===== src/rtl/fetch_pkg.sv =====
// Shared types and constants for the instruction fetch unit.
// Covers the fetch FSM state encoding, the PC step and default parameter values.
package fetch_pkg;

   typedef enum logic [2:0] {
      IDLE,
      LOAD_MAR,
      MEM_WAIT,
      LOAD_IR,
      EXEC,
      FAULT
   } fetch_state_e;

   localparam logic [31:0] PC_INCR          = 32'd4;
   localparam logic [31:0] DEFAULT_RESET_PC = 32'h0000_0000;
   localparam int          DEFAULT_TIMEOUT  = 15;

endpackage


===== src/rtl/instruction_fetch_unit_if.sv =====
// Memory-side and decoder/datapath-side signals of the fetch unit.
// The master modport is the fetch unit; the slave modport is its environment.
interface instruction_fetch_unit_if;
   logic        mar_en;
   logic [31:0] mem_addr;
   logic        mem_rd;
   logic        mfc;
   logic [31:0] mem_rdata;
   logic        mdr_en;
   logic        ir_en;
   logic [31:0] instruction;
   logic        instr_valid;
   logic        exec_done;
   logic        branch_taken;
   logic [31:0] branch_target;
   logic [31:0] pc;
   logic        fetch_fault;

   modport master (
      output mar_en, mem_addr, mem_rd, mdr_en, ir_en, instruction, instr_valid, pc, fetch_fault,
      input  mfc, mem_rdata, exec_done, branch_taken, branch_target
   );

   modport slave (
      input  mar_en, mem_addr, mem_rd, mdr_en, ir_en, instruction, instr_valid, pc, fetch_fault,
      output mfc, mem_rdata, exec_done, branch_taken, branch_target
   );
endinterface


===== src/rtl/fetch_watchdog.sv =====
// 8-bit memory-wait counter; expired flags the cycle on which an unanswered
// read would bring the count up to TIMEOUT.
module fetch_watchdog #(
   parameter int TIMEOUT = 15
) (
   input  logic clk,
   input  logic reset_n,
   input  logic clear,
   input  logic en,
   output logic expired
);

   logic [7:0] count_q;

   always_ff @(posedge clk or negedge reset_n) begin
      if (!reset_n) begin
         count_q <= 8'd0;
      end else if (clear) begin
         count_q <= 8'd0;
      end else if (en) begin
         // NOTE: sequential state uses non-blocking assignments so every flop samples pre-edge values.
         count_q <= count_q + 8'd1;
      end
   end

   assign expired = en && ((count_q + 8'd1) == 8'(TIMEOUT));

endmodule


===== src/rtl/instruction_fetch_unit.sv =====
// PC/MAR/MDR/IR registers and the fetch sequencer feeding the instruction decoder.
// Fetches one word, holds it valid until exec_done, then fetches the next.
module instruction_fetch_unit
   import fetch_pkg::*;
#(
   parameter logic [31:0] RESET_PC = DEFAULT_RESET_PC,
   parameter int          TIMEOUT  = DEFAULT_TIMEOUT
) (
   input  logic                            clk,
   input  logic                            reset_n,
   instruction_fetch_unit_if.master        bus
);

   fetch_state_e state_q, state_d;
   logic [31:0]  pc_q, mar_q, mdr_q, ir_q;
   logic         wd_clear, wd_en, wd_expired;

   fetch_watchdog #(.TIMEOUT(TIMEOUT)) u_watchdog (
      .clk     (clk),
      .reset_n (reset_n),
      .clear   (wd_clear),
      .en      (wd_en),
      .expired (wd_expired)
   );

   always_ff @(posedge clk or negedge reset_n) begin
      if (!reset_n) state_q <= IDLE;
      else          state_q <= state_d;
   end

   always_comb begin
      // NOTE: every output gets a default first so no path through the case infers a latch.
      state_d          = state_q;
      bus.mar_en       = 1'b0;
      bus.mem_rd       = 1'b0;
      bus.mdr_en       = 1'b0;
      bus.ir_en        = 1'b0;
      bus.instr_valid  = 1'b0;
      bus.fetch_fault  = 1'b0;
      wd_clear         = 1'b0;
      wd_en            = 1'b0;
      case (state_q)
         IDLE:     state_d = LOAD_MAR;
         LOAD_MAR: begin
            bus.mar_en = 1'b1;
            wd_clear   = 1'b1;
            state_d    = MEM_WAIT;
         end
         MEM_WAIT: begin
            bus.mem_rd = 1'b1;
            if (bus.mfc) begin
               bus.mdr_en = 1'b1;
               state_d    = LOAD_IR;
            end else begin
               wd_en = 1'b1;
               if (wd_expired) state_d = FAULT;
            end
         end
         LOAD_IR: begin
            bus.ir_en = 1'b1;
            state_d   = EXEC;
         end
         EXEC: begin
            bus.instr_valid = 1'b1;
            if (bus.exec_done) state_d = LOAD_MAR;
         end
         FAULT:    bus.fetch_fault = 1'b1;
         default:  state_d = IDLE;
      endcase
   end

   // Registers load only in their own state, so FAULT freezes everything, pc included.
   always_ff @(posedge clk or negedge reset_n) begin
      if (!reset_n) begin
         pc_q  <= RESET_PC;
         mar_q <= 32'd0;
         mdr_q <= 32'd0;
         ir_q  <= 32'd0;
      end else begin
         case (state_q)
            LOAD_MAR: mar_q <= pc_q;
            MEM_WAIT: if (bus.mfc) mdr_q <= bus.mem_rdata;
            LOAD_IR: begin
               ir_q <= mdr_q;
               pc_q <= pc_q + PC_INCR;
            end
            EXEC:     if (bus.exec_done && bus.branch_taken) pc_q <= bus.branch_target & ~32'h3;
            default:  ;
         endcase
      end
   end

   assign bus.mem_addr    = mar_q;
   assign bus.instruction = ir_q;
   assign bus.pc          = pc_q;

endmodule


===== src/flat_wrapper.sv =====
// flat-port wrapper written by rule: the top's interface ports become plain ports
module instruction_fetch_unit_flat import fetch_pkg::*;
#(
   parameter logic [31:0] RESET_PC = DEFAULT_RESET_PC,
   parameter int          TIMEOUT  = DEFAULT_TIMEOUT
)
  (clk, reset_n, bus_mar_en, bus_mem_addr, bus_mem_rd, bus_mdr_en, bus_ir_en, bus_instruction, bus_instr_valid, bus_pc, bus_fetch_fault, bus_mfc, bus_mem_rdata, bus_exec_done, bus_branch_taken, bus_branch_target);
  instruction_fetch_unit_if bus_i ();
  input  logic clk;
  input  logic reset_n;
  output wire logic [$bits(bus_i.mar_en)-1:0] bus_mar_en;
  output wire logic [$bits(bus_i.mem_addr)-1:0] bus_mem_addr;
  output wire logic [$bits(bus_i.mem_rd)-1:0] bus_mem_rd;
  output wire logic [$bits(bus_i.mdr_en)-1:0] bus_mdr_en;
  output wire logic [$bits(bus_i.ir_en)-1:0] bus_ir_en;
  output wire logic [$bits(bus_i.instruction)-1:0] bus_instruction;
  output wire logic [$bits(bus_i.instr_valid)-1:0] bus_instr_valid;
  output wire logic [$bits(bus_i.pc)-1:0] bus_pc;
  output wire logic [$bits(bus_i.fetch_fault)-1:0] bus_fetch_fault;
  input wire logic [$bits(bus_i.mfc)-1:0] bus_mfc;
  input wire logic [$bits(bus_i.mem_rdata)-1:0] bus_mem_rdata;
  input wire logic [$bits(bus_i.exec_done)-1:0] bus_exec_done;
  input wire logic [$bits(bus_i.branch_taken)-1:0] bus_branch_taken;
  input wire logic [$bits(bus_i.branch_target)-1:0] bus_branch_target;
  assign bus_mar_en = bus_i.mar_en;
  assign bus_mem_addr = bus_i.mem_addr;
  assign bus_mem_rd = bus_i.mem_rd;
  assign bus_mdr_en = bus_i.mdr_en;
  assign bus_ir_en = bus_i.ir_en;
  assign bus_instruction = bus_i.instruction;
  assign bus_instr_valid = bus_i.instr_valid;
  assign bus_pc = bus_i.pc;
  assign bus_fetch_fault = bus_i.fetch_fault;
  assign bus_i.mfc = bus_mfc;
  assign bus_i.mem_rdata = bus_mem_rdata;
  assign bus_i.exec_done = bus_exec_done;
  assign bus_i.branch_taken = bus_branch_taken;
  assign bus_i.branch_target = bus_branch_target;
  instruction_fetch_unit #(.RESET_PC(RESET_PC), .TIMEOUT(TIMEOUT)) u_core (.clk(clk), .reset_n(reset_n), .bus(bus_i));
endmodule

===== config.mk =====
export PLATFORM = sky130hd
export DESIGN_NAME = instruction_fetch_unit_flat
export DESIGN_NICKNAME = d
export VERILOG_FILES = /design/src/rtl/fetch_pkg.sv /design/src/rtl/instruction_fetch_unit_if.sv /design/src/rtl/fetch_watchdog.sv /design/src/rtl/instruction_fetch_unit.sv /design/src/flat_wrapper.sv
export SDC_FILE = /design/constraint.sdc
export NUM_CORES = 1
export LEC_CHECK = 0
export CAP_MARGIN = 20
export CORE_MARGIN = 5
export CORE_UTILIZATION = 49
export CTS_CLUSTER_DIAMETER = 50
export DETAILED_ROUTE_END_ITERATION = 12
export PLACE_DENSITY = 0.81
export SLEW_MARGIN = 20
export SYNTH_ARGS = -nofsm -noshare
export SYNTH_HDL_FRONTEND = slang
export SYNTH_HIERARCHICAL = 1
export SYNTH_SLANG_ARGS = --single-unit

===== constraint.sdc =====
create_clock -name clk -period 2.8 [get_ports clk]
set_input_delay 0.28 -clock clk [delete_from_list [all_inputs] [get_ports clk]]
set_output_delay 0.28 -clock clk [all_outputs]
set_load 0.005 [all_outputs]

==> results of run 1 <==
cell usage after synthesis (3+ instances only):
library cell  count  area, µm²
and3_1            5      31.28
o22ai_1           6      37.54
nor3_1            7      35.03
nand4_1          11      68.82
nand3_1          21      105.1
a311oi_1          4      35.03
and4_1            5      43.79
clkbuf_1         19      71.32
ha_1              3      37.54
buf_6             3      33.78
a211o_1           4      35.03
o21ai_0          19      95.09
nor3b_1           4      30.03
nor4_1            9      56.30
or4_1             4      30.03
a21oi_1          31      155.2
o31ai_1           3      22.52
buf_4             6      45.04
mux2_2           62      698.2
or3_1             4      25.02
o311ai_0          4      35.03
buf_1             5      18.77
a31oi_1           4      25.02
xor2_1            4      35.03
nand2b_1          3      18.77
buf_2            10      50.05
nand2_1         120      450.4
o211ai_1          5      37.54
dfrtp_1         135       3378
a211oi_1          9      67.56
nor2_1           20      75.07
inv_1            14      52.55
repair_timing:
| item | 4_1_cts | 5_1_grt |
|---|---|---|
| hold buffers | 1 | 0 |
| buffers inserted | 0 | 0 |
| hold endpoints to repair | 31 | 0 |
metal layers:
layer / global-route usage (%) / vias up / routed length (µm)
met5: 0 / - / 0
met4: 9.896 / 0 / 524
met3: 10.16 / 53 / 2068
met2: 37.38 / 311 / 8222
met1: 28.70 / 2616 / 6700
li1: - / 2450 / -
cell type report:
type	instances	area, µm²	share of cell area (%)
clock inverters	8	95.09	1.097
repair buffers	181	1785	20.60
multi-input cells	407	2638	30.44
clock buffers	23	498.0	5.746
flip-flops and latches	135	3378	38.98
well taps	172	215.2	2.483
inverters	15	56.30	0.6497
flip-flops by register name (all words and copies together) (netlist names):
| name | flops |
|---|---|
| u_core/mdr_q | 32 |
| u_core/bus.mem_addr | 30 |
| u_core/bus.pc | 30 |
| u_core/state_q | 3 |
| u_core/u_watchdog/count_q | 8 |
| u_core/bus.instruction | 32 |
critical path: cells and delay by family, from the launching register on:
family / cells / cell delay, ns
and+or+nand+nor: 1 / 0.48
buffers and inverters: 2 / 0.86
DFF: 1 / 0.50
stage by stage:
stage / utilization, % / area [µm²] / instances / worst slack, ns
final: 68.95 / 8666 / 941 / 0.2601
after global routing: 68.95 / 8666 / 941 / 0.1583
after CTS: 68.95 / 8666 / 941 / 0.2542
after detailed placement: 64.15 / 8063 / 909 / 0.4972
after global placement: 64.15 / 8063 / 909 / 0.5643
after floorplan: - / 6281 / 602 / 0.7338
worst paths after layout:
check	endpoint	slack, ns
setup / recovery	bus_instr_valid	0.26
hold / removal	u_core/bus.instruction[14]$_DFFE_PN0P_	0.46
setup reg to reg	u_core/bus.pc[22]$_DFFE_PN0P_	0.43
hold reg to reg	u_core/bus.instruction[14]$_DFFE_PN0P_	0.46
max in group asynchronous	u_core/mdr_q[16]$_DFFE_PN0P_	1.58
min in group asynchronous	u_core/bus.pc[29]$_DFFE_PN0P_	0.49
power by group through the flow:
stage | registers [mW] | clock network (mW) | logic (mW)
floorplan | 3.27 | 0 | 1.82
global placement | 3.35 | 0 | 3.29
detailed placement | 3.43 | 0 | 3.42
CTS | 3.41 | 2.24 | 3.47
global route | 3.54 | 2.33 | 3.75
finish | 3.42 | 2.21 | 3.44
cell families after synthesis:
kind of cell / after synthesis / synth area share [%]
buffers and inverters: 60 / 4.550
other: 1 / 0.05981
xor gates and xnor gates: 5 / 0.6984
adders and majority gates: 3 / 0.5987
AOI/OAI and AO/OA: 104 / 10.78
DFF: 135 / 53.88
muxes: 63 / 11.30
and+or+nand+nor: 228 / 18.14
==> results.md, run 1 <==
- The worst setup path is launched from a flip-flop.
- Leaving out fill and tap cells, the most frequent cells in the layout are 163 x clkdlybuf4s50_1, 135 x dfrtp_1, 120 x nand2_1, 62 x mux2_2, 31 x a21oi_1.
- Based on the critical path, the design can be clocked at up to approximately 390 MHz.
- The aggregate negative setup slack is 0 ns.
- The initial utilization of the core area, before any placement, comes to roughly half.
- The post-cts resize count is 0.
- The stage delay of the slowest cell on the critical path is between 0.6 and 0.7 ns.
- At the worst endpoint, the required time is between 2 and 3 ns.
- The critical path starts at u_core/state_q[0]$_DFFE_PN0P_.
- The critical hold path startpoint is u_core/mdr_q[14]$_DFFE_PN0P_.
- The wire-length estimate of the detail-placed layout is between 10000 and 15000 µm.
- The async set-reset flop share out of synthesis is between 90% and 100%.
- Power spread over the standard cell area amounts to around 1000 mW/mm².
- The post-route fraction of the period consumed by the critical path is roughly nine tenths.
- Dividing the synthesized area by the synthesized cell count gives between 10 and 15 µm².
- The number of distinct library cells after synthesis is 61.
- The combinational cell fraction of total power is 38.0%.
- The maximum resistive drop on vdd is roughly 0.6 mV.
- The floorplan has between 40 and 50 rows.
- The number of nets in the finished design is ~830.
- The clock network fraction of design power is 24.3%.
- The first global-routing pass estimated 28030 µm of wire.
- The initial detailed-routing violation count is roughly 560.
- The count of pins over their slew limit was 0.
- The total number of yosys warnings is 6.
- The count of port buffers added during placement is around 160.
- The number of search-and-repair iterations in the first detailed-routing pass is 5.
- The worst hold margin is between 0.4 and 0.5 ns.
- 0 antenna diodes ended up in the layout.
- The prevailing post-synth register cell is dfrtp_1.
- The analysis attributes to net switching a power of 3.027 mW.
- The root buffer cell is clkbuf_16.
- The number of cells on the worst reg-to-reg path is 5.
- Compared with the post-synthesis result, the final layout area differs by 38.22%.
- The pin count of the biggest net entering global routing is 94.
- The via count normalized by instance count is 5.770.
- The path category of the worst min-delay check is reg -> reg.
- The flow ran to the end, and the final reports show no timing, DRC or antenna violations.
- After clock tree synthesis, the clock-pin slew on the worst setup and hold paths is 0.06 ns.
- The power share of the sequential group is 37.7%.
- The commonest non-fill, non-tap cell in the layout is clkdlybuf4s50_1.
- The number of global-route vias before repair was between 5k and 6k.
- The post-synthesis register bit count is between 100 and 150.
- For the pin with the worst max-slew slack, the measured transition is 0.8652 ns.
- The final layout contains routed wiring with a total length of ~18000 µm.
- The kind of end point of the critical path is an output port.
- The clock period minus worst slack is roughly 2.5 ns.
- The congestion estimate from routability-driven global placement came to 0.8483.
- Counting the buffers created by CTS gives 17.
- The number of violations of the max-capacitance limit is 0.
- In this run the deepest clock path goes through 2 buffers.
- For this run the aggregate overflow at the end of global routing stands at 0.
- The number of H-tree levels is 4.
- The cell count of the worst hold path is 2.
- Cells with a size suffix above 1 make up 16.38% of the layout.
- For this run, the register share of the synthesized area comes to 53.88%.
- Dividing the detail-routed wire length by the instance count gives 18.61 µm.
- The largest clock skew in the final design is 0.005088 ns.
- The overall die width is between 100 and 150 µm.
- The initial antenna violation count is 0.
- The cell area that synthesis handed to floorplanning was about 0.0063 mm².
- The fill cell instance count of the final layout is 941.
- The worst register-to-register path begins at u_core/bus.pc[2]$_DFFE_PN0P_.
- In this run the static leakage power is approximately 3.7 nW.
- The critical path start-end classification is reg -> out.
- CTS saw roughly 140 sinks.
- Clock latency on the worst-skew pair, taken at its later pin, is around 0.42 ns.
- The antenna violation net count after detailed routing is 0.
- The die covers approximately 0.015 mm².
- The highest net fanout along the worst path is 13.
- The floorplan core area is ~0.013 mm².
- The final route contains 5430 vias.
- The switching part of the total power is 33.38%.
- The final count of hold timing violations is 0.
- The number of I/O pins is ~170.
- Synthesis produced 599 cells.
- For this run, design rule violations remaining after detail routing come to 0.
- STA puts the critical path data arrival time at roughly 2.3 ns.
- Setup repair after global routing left no endpoint under its margin.
- The number of enable-type register cells in the synthesized netlist is 0.
- TritonCTS built the clock tree.
- The number of endpoints failing setup at the final stage is 0.
- The design draws 9.068 mW.
- Cell internal power was estimated by the tool at approximately 6.0 mW.
- The worst slew margin relative to its limit is 42.32%.
- Walking the worst path, the cells encountered are or3b_1 -> inv_2 -> clkdlybuf4s50_1.
- From bottom edge to top edge, the die measures around 120 µm.
- Global routing consumed, over all layers together, a little under a quarter of the routing resources.
- The largest individual stage delay along the critical path comes from the cell clkdlybuf4s50_1.
(Power assumes the default switching activity.)
==> run 2, diff against run 1 <==
--- a/config.mk
+++ b/config.mk
@@ -9,8 +9,9 @@
 export CORE_MARGIN = 5
 export CORE_UTILIZATION = 49
 export CTS_CLUSTER_DIAMETER = 50
+export CTS_CLUSTER_SIZE = 40
 export DETAILED_ROUTE_END_ITERATION = 12
-export PLACE_DENSITY = 0.81
+export PLACE_DENSITY_LB_ADDON = 0.1
 export SLEW_MARGIN = 20
 export SYNTH_ARGS = -nofsm -noshare
 export SYNTH_HDL_FRONTEND = slang
==> results.md, run 2 (synthesis results as in run 1) <==
- The final count of hold timing violations is 0 (unchanged).
- The initial detailed-routing violation count is 456 (was 562).
- The wire length after detailed routing is 16680 µm (was 17520 µm).
- The aggregate negative setup slack was 0 ns (unchanged).
- The maximum resistive drop on vdd is 0.5724 mV (was 0.5862 mV).
- The cell area after layout came to 0.008666 mm² (unchanged).
- The combinational cell fraction of total power is 38.4% (was 38.0%).
- The met1 track demand over resource was 28.09% (was 28.70%).
- Most used cells in the layout excluding fill and tap cells: 163 x clkdlybuf4s50_1, 135 x dfrtp_1, 120 x nand2_1, 62 x mux2_2, 31 x a21oi_1 (unchanged).
- The number of buffers created by CTS was 17 (unchanged).
- The number of endpoints failing setup at the final stage is 0 (unchanged).
- The commonest non-fill, non-tap cell in the layout was clkdlybuf4s50_1 (unchanged).
- The number of nets in the finished design is 832 (was 829).
- The gate family responsible for the most delay along the worst path is buffers and inverters (unchanged).
- The launch point of the worst reg-to-reg path is u_core/state_q[0]$_DFFE_PN0P_ (was u_core/bus.pc[2]$_DFFE_PN0P_).
- The via count normalized by instance count is 5.594 (was 5.770).
- The number of H-tree levels is 4 (unchanged).
- The number of I/O pins was 171 (unchanged).
- The detailed-route wire length per cell is 17.67 µm (was 18.61 µm).
- The total track usage was 22.72% (was 23.72%).
- The fill cell instance count of the final layout is 989 (was 941).
- The power density of the placed cells is 1035 mW/mm² (was 1046 mW/mm²).
- The count of port buffers added during placement was 164 (unchanged).
- The number of rows created at floorplan is 41 (unchanged).
- The endpoint of the worst-slack reg-to-reg timing path is u_core/bus.pc[17]$_DFFE_PN0P_ (was u_core/bus.pc[22]$_DFFE_PN0P_).
- The power share of the sequential group came to 37.8% (was 37.7%).
- The TritonCTS clock tree is built (unchanged).
- The clock transition at the registers of the reported paths came to 0.06 ns (about the same).
- The share of post-route cells with drive strength above 1 is 16.71% (was 16.38%).
- The initial core utilization was 49.89% (unchanged).
- The root buffer cell is clkbuf_16 (unchanged).
- The number of violations of the max-capacitance limit is 0 (unchanged).
- The final RePlAce weighted congestion came to 0.8701 (was 0.8483).
- The post-route fraction of the period consumed by the critical path was 90.11% (was 90.71%).
- The placed wire-length estimate is 11580 µm (was 11810 µm).
- The floorplan core area is 0.01257 mm² (unchanged).
- The switching part of the total power is 33.35% (was 33.38%).
- The clock network fraction of design power is 23.8% (was 24.3%).
- Outcome: finished clean (unchanged).
- The antenna violation net count after detailed routing is 0 (unchanged).
- The critical path start-end classification is reg -> out (unchanged).
- The met2 track demand over resource in global routing is 37.44% (was 37.38%).
- The post-cts resize count was 0 (unchanged).
- The post-placement cell area is 0.008085 mm² (was 0.008063 mm²).
- The depth of the worst register-to-register path is 6 (was 5).
- The count of pins over their slew limit is 0 (unchanged).
- The global routing's busiest layer is met2 (unchanged).
- The pin count of the biggest net entering global routing is 79 (was 94).
- RSZ-0062 raised after global routing: false (unchanged).
- The clock period minus worst slack is 2.523 ns (was 2.540 ns).
- The die outline area is 0.01516 mm² (unchanged).
- The DRC violations left is 0 (unchanged).
- The reported leakage power is 3.662 nW (was 3.661 nW).
- The number of clock sinks came to 135 (unchanged).
- The slowest cell on the critical path is clkdlybuf4s50_1 (unchanged).
- The slew at the pin with the worst max-slew slack is 0.5998 ns (was 0.8652 ns).
- The required time of the worst setup path is 2.52 ns (about the same).
- The overall die width is 123.1 µm (unchanged).
- The number of diodes added for antenna fixing is 0 (unchanged).
- The worst slew margin relative to its limit was 59.65% (was 42.32%).
- The final global-route overflow total is 0 (unchanged).
- The maximum root-to-sink buffer count was 2 (unchanged).
- The arrival time reported for the critical path endpoint is 2.24 ns (was 2.26 ns).
- The highest net fanout along the worst path was 13 (unchanged).
- The global-route wire length before repair came to 27190 µm (was 28030 µm).
- The initial antenna violation count is 0 (unchanged).
- The internal power consumption is 5.976 mW (was 6.041 mW).
- CP Cell Sequence: or3b_2 -> inv_2 -> clkdlybuf4s50_1 (was or3b_1 -> inv_2 -> clkdlybuf4s50_1).
- The stage delay of the slowest cell on the critical path is 0.58 ns (was 0.61 ns).
- The kind of end point of the critical path was an output port (unchanged).
- The buffer and inverter count on the worst path came to 2 (unchanged).
- The number of global-route vias before repair is 5311 (was 5488).
- The clock insertion delay at the later pin of the skew report came to 0.41 ns (was 0.42 ns).
- The number of search-and-repair iterations in the first detailed-routing pass is 4 (was 5).
- The path category of the worst min-delay check is in -> async (was reg -> reg).
- The largest clock skew in the final design is 0.007060 ns (was 0.005088 ns).
- The highest clock rate is 396.3 MHz (was 393.7 MHz).
- The startpoint type of the worst setup path was a flip-flop (unchanged).
- The global routing usage on met3 came to 8.188% (was 10.16%).
- The flop-to-flop setup slack was 0.50 ns (was 0.43 ns).
- The total via count in the routed design was 5281 (was 5430).
- The net load switching power was 2.990 mW (was 3.027 mW).
- The area added between synthesis and finish is 38.22% (unchanged).
- The die extent in y is 123.1 µm (unchanged).
==> run 2: cell count changes in the layout (fill, tap and decap cells not counted), sizes merged <==
cell,change
bufinv,-1
clkbuf,+1
buf,+3
==> run 2: power groups by stage <==
stage	Combinational [mW]	Clock, mW	Sequential [mW]
after detailed placement	3.46	0	3.41
after floorplan	1.82	0	3.27
after global placement	3.36	0	3.35
after CTS	3.48	2.18	3.39
final	3.45	2.13	3.39
after global routing	3.76	2.28	3.51
==> run 2: worst register-to-register path: stages, from the launching register on <==
cell     delay (ns)
dfrtp_1        0.50
or3b_2         0.53
buf_4          0.26
o21ai_2        0.19
buf_4          0.21
a31oi_1        0.10
or3_1          0.39
==> run 2: metrics by stage <==
stage                     power, mW  worst slack [ns]  util, %  hold slack [ns]  std cells
final                         8.966            0.2768    68.95           0.4026        944
after detailed placement      6.867            0.5015    64.33           0.2774        912
after CTS                     9.050            0.2768    68.95           0.4183        944
after global routing          9.546            0.1802    68.95           0.4401        944
after floorplan               5.093            0.7338        -         -0.01559        602
after global placement        6.704            0.5709    64.33           0.2736        912
==> run 2: per-layer routing <==
| layer | routed length [µm] | share of wire [%] |
|---|---|---|
| met5 | 0 | 0 |
| met4 | 235 | 1.4 |
| met3 | 1411 | 8.5 |
| met2 | 8175 | 49 |
| met1 | 6860 | 41 |
==> run 2: how the worst max path moves through the flow <==
| stage | start | end | slack (ns) | cells after the start |
|---|---|---|---|---|
| 2_1_floorplan | u_core/bus.pc[2]$_DFFE_PN0P_ | u_core/bus.pc[22]$_DFFE_PN0P_ | 0.73 | 6 |
| 3_3_place_gp | u_core/bus.pc[2]$_DFFE_PN0P_ | u_core/bus.pc[22]$_DFFE_PN0P_ | 0.57 | 5 |
| 3_5_place_dp | u_core/bus.pc[2]$_DFFE_PN0P_ | u_core/bus.pc[22]$_DFFE_PN0P_ | 0.50 | 5 |
| 4_1_cts | u_core/state_q[0]$_DFFE_PN0P_ | bus_instr_valid | 0.28 | 3 |
| 5_1_grt | u_core/state_q[0]$_DFFE_PN0P_ | bus_instr_valid | 0.18 | 3 |
| 6_report | u_core/state_q[0]$_DFFE_PN0P_ | bus_instr_valid | 0.28 | 3 |
==> run 2: what timing repair did <==
item | CTS | global route
hold buffers | 1 | 0
hold endpoints to repair | 57 | 0
buffers inserted | 0 | 0
==> run 2: final cells by class <==
class / count / area, µm² / area share, %
clock buffer: 24 / 501.7 / 5.790
clock inverter: 7 / 68.82 / 0.7941
inverter: 15 / 56.30 / 0.6497
multi-input combinational: 407 / 2638 / 30.44
sequential: 135 / 3378 / 38.98
tap: 172 / 215.2 / 2.483
timing repair buffer: 184 / 1808 / 20.86
==> run 3, diff against run 2 <==
--- a/config.mk
+++ b/config.mk
@@ -6,6 +6,7 @@
 export NUM_CORES = 1
 export LEC_CHECK = 0
 export CAP_MARGIN = 20
+export CORE_ASPECT_RATIO = 1.4
 export CORE_MARGIN = 5
 export CORE_UTILIZATION = 49
 export CTS_CLUSTER_DIAMETER = 50
==> results.md, run 3 (synthesis results as in run 1) <==
- Outcome: finished clean (unchanged).
- The slowest cell on the critical path is clkdlybuf4s50_1 (unchanged).
- The multi-input combinational cell area was 0.002638 mm² (unchanged).
- The TritonCTS clock tree is built (unchanged).
- The global-route wire length before repair is 26460 µm (was 27190 µm).
- The pre-CTS setup slack came to 0.5173 ns (was 0.5015 ns).
- The cell area after layout is 0.008655 mm² (was 0.008666 mm²).
- The pin count of the biggest net entering global routing came to 79 (unchanged).
- The die outline area is 0.01519 mm² (was 0.01516 mm²).
- The wire length after detailed routing is 16550 µm (was 16680 µm).
- The overall die width is 105.6 µm (was 123.1 µm).
- The total via count in the routed design is 5226 (was 5281).
- The required time of the worst setup path was 2.52 ns (about the same).
- The count of buffers added by post-CTS timing repair for setup came to 0 (unchanged).
- The number of global-route vias before repair is 5326 (was 5311).
- The number of diodes added for antenna fixing is 0 (unchanged).
- The fill cell instance count of the final layout is 986 (was 989).
- The count of port buffers added during placement is 164 (unchanged).
- The kind of end point of the critical path is an output port (unchanged).
- The aggregate negative setup slack is 0 ns (unchanged).
- The highest clock rate is 392.4 MHz (was 396.3 MHz).
- The smallest setup slack after layout is 0.2518 ns (was 0.2768 ns).
- The via count normalized by instance count was 5.631 (was 5.594).
- The final global-route overflow total is 0 (unchanged).
- The number of instances in the placed design was 895 (was 912).
- The worst hold margin is 0.4337 ns (was 0.4026 ns).
- The maximum resistive drop on vdd is 0.5678 mV (was 0.5724 mV).
- The initial core utilization is 49.40% (was 49.89%).
- The startpoint type of the worst setup path is a flip-flop (unchanged).
- The count of pins over their slew limit came to 0 (unchanged).
- The gate family responsible for the most delay along the worst path is buffers and inverters (unchanged).
- The number of search-and-repair iterations in the first detailed-routing pass was 5 (was 4).
- The final count of hold timing violations came to 0 (unchanged).
- The placed wire-length estimate is 11470 µm (was 11580 µm).
- The area added between synthesis and finish is 38.04% (was 38.22%).
- The number of I/O pins came to 171 (unchanged).
- The DRC violations left came to 0 (unchanged).
- The number of violations of the max-capacitance limit is 0 (unchanged).
- The startpoint of the worst setup timing path was u_core/state_q[0]$_DFFE_PN0P_ (unchanged).
- The number of H-tree levels was 4 (unchanged).
- The slew at the pin with the worst max-slew slack came to 0.7074 ns (was 0.5998 ns).
- The share of the core filled with cells in the final layout was 68.19% (was 68.95%).
- The share of post-route cells with drive strength above 1 came to 17.16% (was 16.71%).
- The stage delay of the slowest cell on the critical path is 0.58 ns (about the same).
- The commonest non-fill, non-tap cell in the layout was clkdlybuf4s50_1 (unchanged).
- The total power is 8.920 mW (was 8.966 mW).
- The detailed-route wire length per cell was 17.83 µm (was 17.67 µm).
- The number of clock sinks is 135 (unchanged).
- The total track usage is 21.87% (was 22.72%).
- The path category of the worst min-delay check is in -> reg (was in -> async).
- The clock transition at the registers of the reported paths is 0.06 ns (about the same).
- The initial detailed-routing violation count is 265 (was 456).
- The worst slew margin relative to its limit is 52.84% (was 59.65%).
- The post-placement cell area is 0.008077 mm² (was 0.008085 mm²).
- The number of rows created at floorplan came to 49 (was 41).
- The final RePlAce weighted congestion is 0.8515 (was 0.8701).
- The post-route non-filler standard cell count is 928 (was 944).
- The number of endpoints failing setup at the final stage is 0 (unchanged).
- The critical hold path startpoint is bus_branch_target[19].
- The highest net fanout along the worst path is 18 (was 13).
- The clock period minus worst slack is 2.548 ns (was 2.523 ns).
- Most used cells in the layout excluding fill and tap cells: 163 x clkdlybuf4s50_1, 135 x dfrtp_1, 120 x nand2_1, 62 x mux2_2, 31 x a21oi_1 (unchanged).
- The clock insertion delay at the later pin of the skew report is 0.42 ns (was 0.41 ns).
- The largest clock skew in the final design is 0.01036 ns (was 0.007060 ns).
- The critical path start-end classification was reg -> out (unchanged).
- The reported leakage power is 3.661 nW (was 3.662 nW).
- The post-route fraction of the period consumed by the critical path is 91.01% (was 90.11%).
- The root buffer cell is clkbuf_16 (unchanged).
- The arrival time reported for the critical path endpoint is 2.27 ns (was 2.24 ns).
- The buffer and inverter count on the worst path came to 2 (unchanged).
- The floorplan core area came to 0.01269 mm² (was 0.01257 mm²).
- The antenna violation net count after detailed routing is 0 (unchanged).
- The number of buffers created by CTS was 17 (unchanged).
- RSZ-0062 raised after global routing: false (unchanged).
- The number of nets in the finished design is 834 (was 832).
- The die extent in y is 143.8 µm (was 123.1 µm).
- The power density of the placed cells is 1031 mW/mm² (was 1035 mW/mm²).
- The maximum root-to-sink buffer count is 2 (unchanged).
- The initial antenna violation count is 0 (unchanged).
- The launch point of the worst reg-to-reg path was u_core/bus.pc[2]$_DFFE_PN0P_ (was u_core/state_q[0]$_DFFE_PN0P_).
- CP Cell Sequence: or3b_1 -> inv_2 -> clkdlybuf4s50_1 (was or3b_2 -> inv_2 -> clkdlybuf4s50_1).
- The sequential standard cell area is 0.003378 mm² (unchanged).
run 3: changes by cell type in the layout (fill, tap and decap cells not counted), sizes merged:
cell / before / now
clkbuf: 24 / 17
clkinvlp: 2 / 4
buf: 20 / 22
inv: 15 / 21
run 3: worst paths after layout:
check / to / cells after the start / slack (ns)
worst min register to register: u_core/bus.instruction[9]$_DFFE_PN0P_ / 2 / 0.47
min in group asynchronous: u_core/bus.mem_addr[9]$_DFFE_PN0P_ / 2 / 0.46
worst min-delay path: u_core/bus.pc[19]$_DFFE_PN0P_ / 3 / 0.43
worst max register to register: u_core/bus.pc[22]$_DFFE_PN0P_ / 5 / 0.48
worst max-delay path: bus_instr_valid / 3 / 0.25
max in group asynchronous: u_core/bus.mem_addr[22]$_DFFE_PN0P_ / 3 / 1.61
run 3: final cells by class:
cell class | instances | share of cell area, %
tap | 153 | 2.212
multi-input combinational | 407 | 30.48
inverter | 15 | 0.6506
clock inverter | 15 | 1.648
sequential | 135 | 39.03
clock buffer | 17 | 4.915
timing repair buffer | 186 | 21.06
run 3: where the power goes:
group | total (mW) | switching, mW | internal (mW)
Clock | 2.14 | 0.905 | 1.24
Sequential | 3.38 | 0.657 | 2.72
Combinational | 3.39 | 1.48 | 1.92
run 3: tightest hold or removal path, stage by stage:
cell             delay, ns
clkdlybuf4s50_1       0.40
nand3_1               0.06
nand3_1               0.06
run 3: what timing repair did:
item                      in CTS  in global routing
hold endpoints to repair      76                  0
resized for setup              0                  0
hold buffers                   1                  0
run 3: layer usage:
metal,up-vias,wire length (µm),global-route usage [%]
met5,-,0,0
met4,0,246,7.913
met3,20,1346,7.506
li1,2458,-,-
met2,192,8492,37.74
met1,2556,6461,25.39
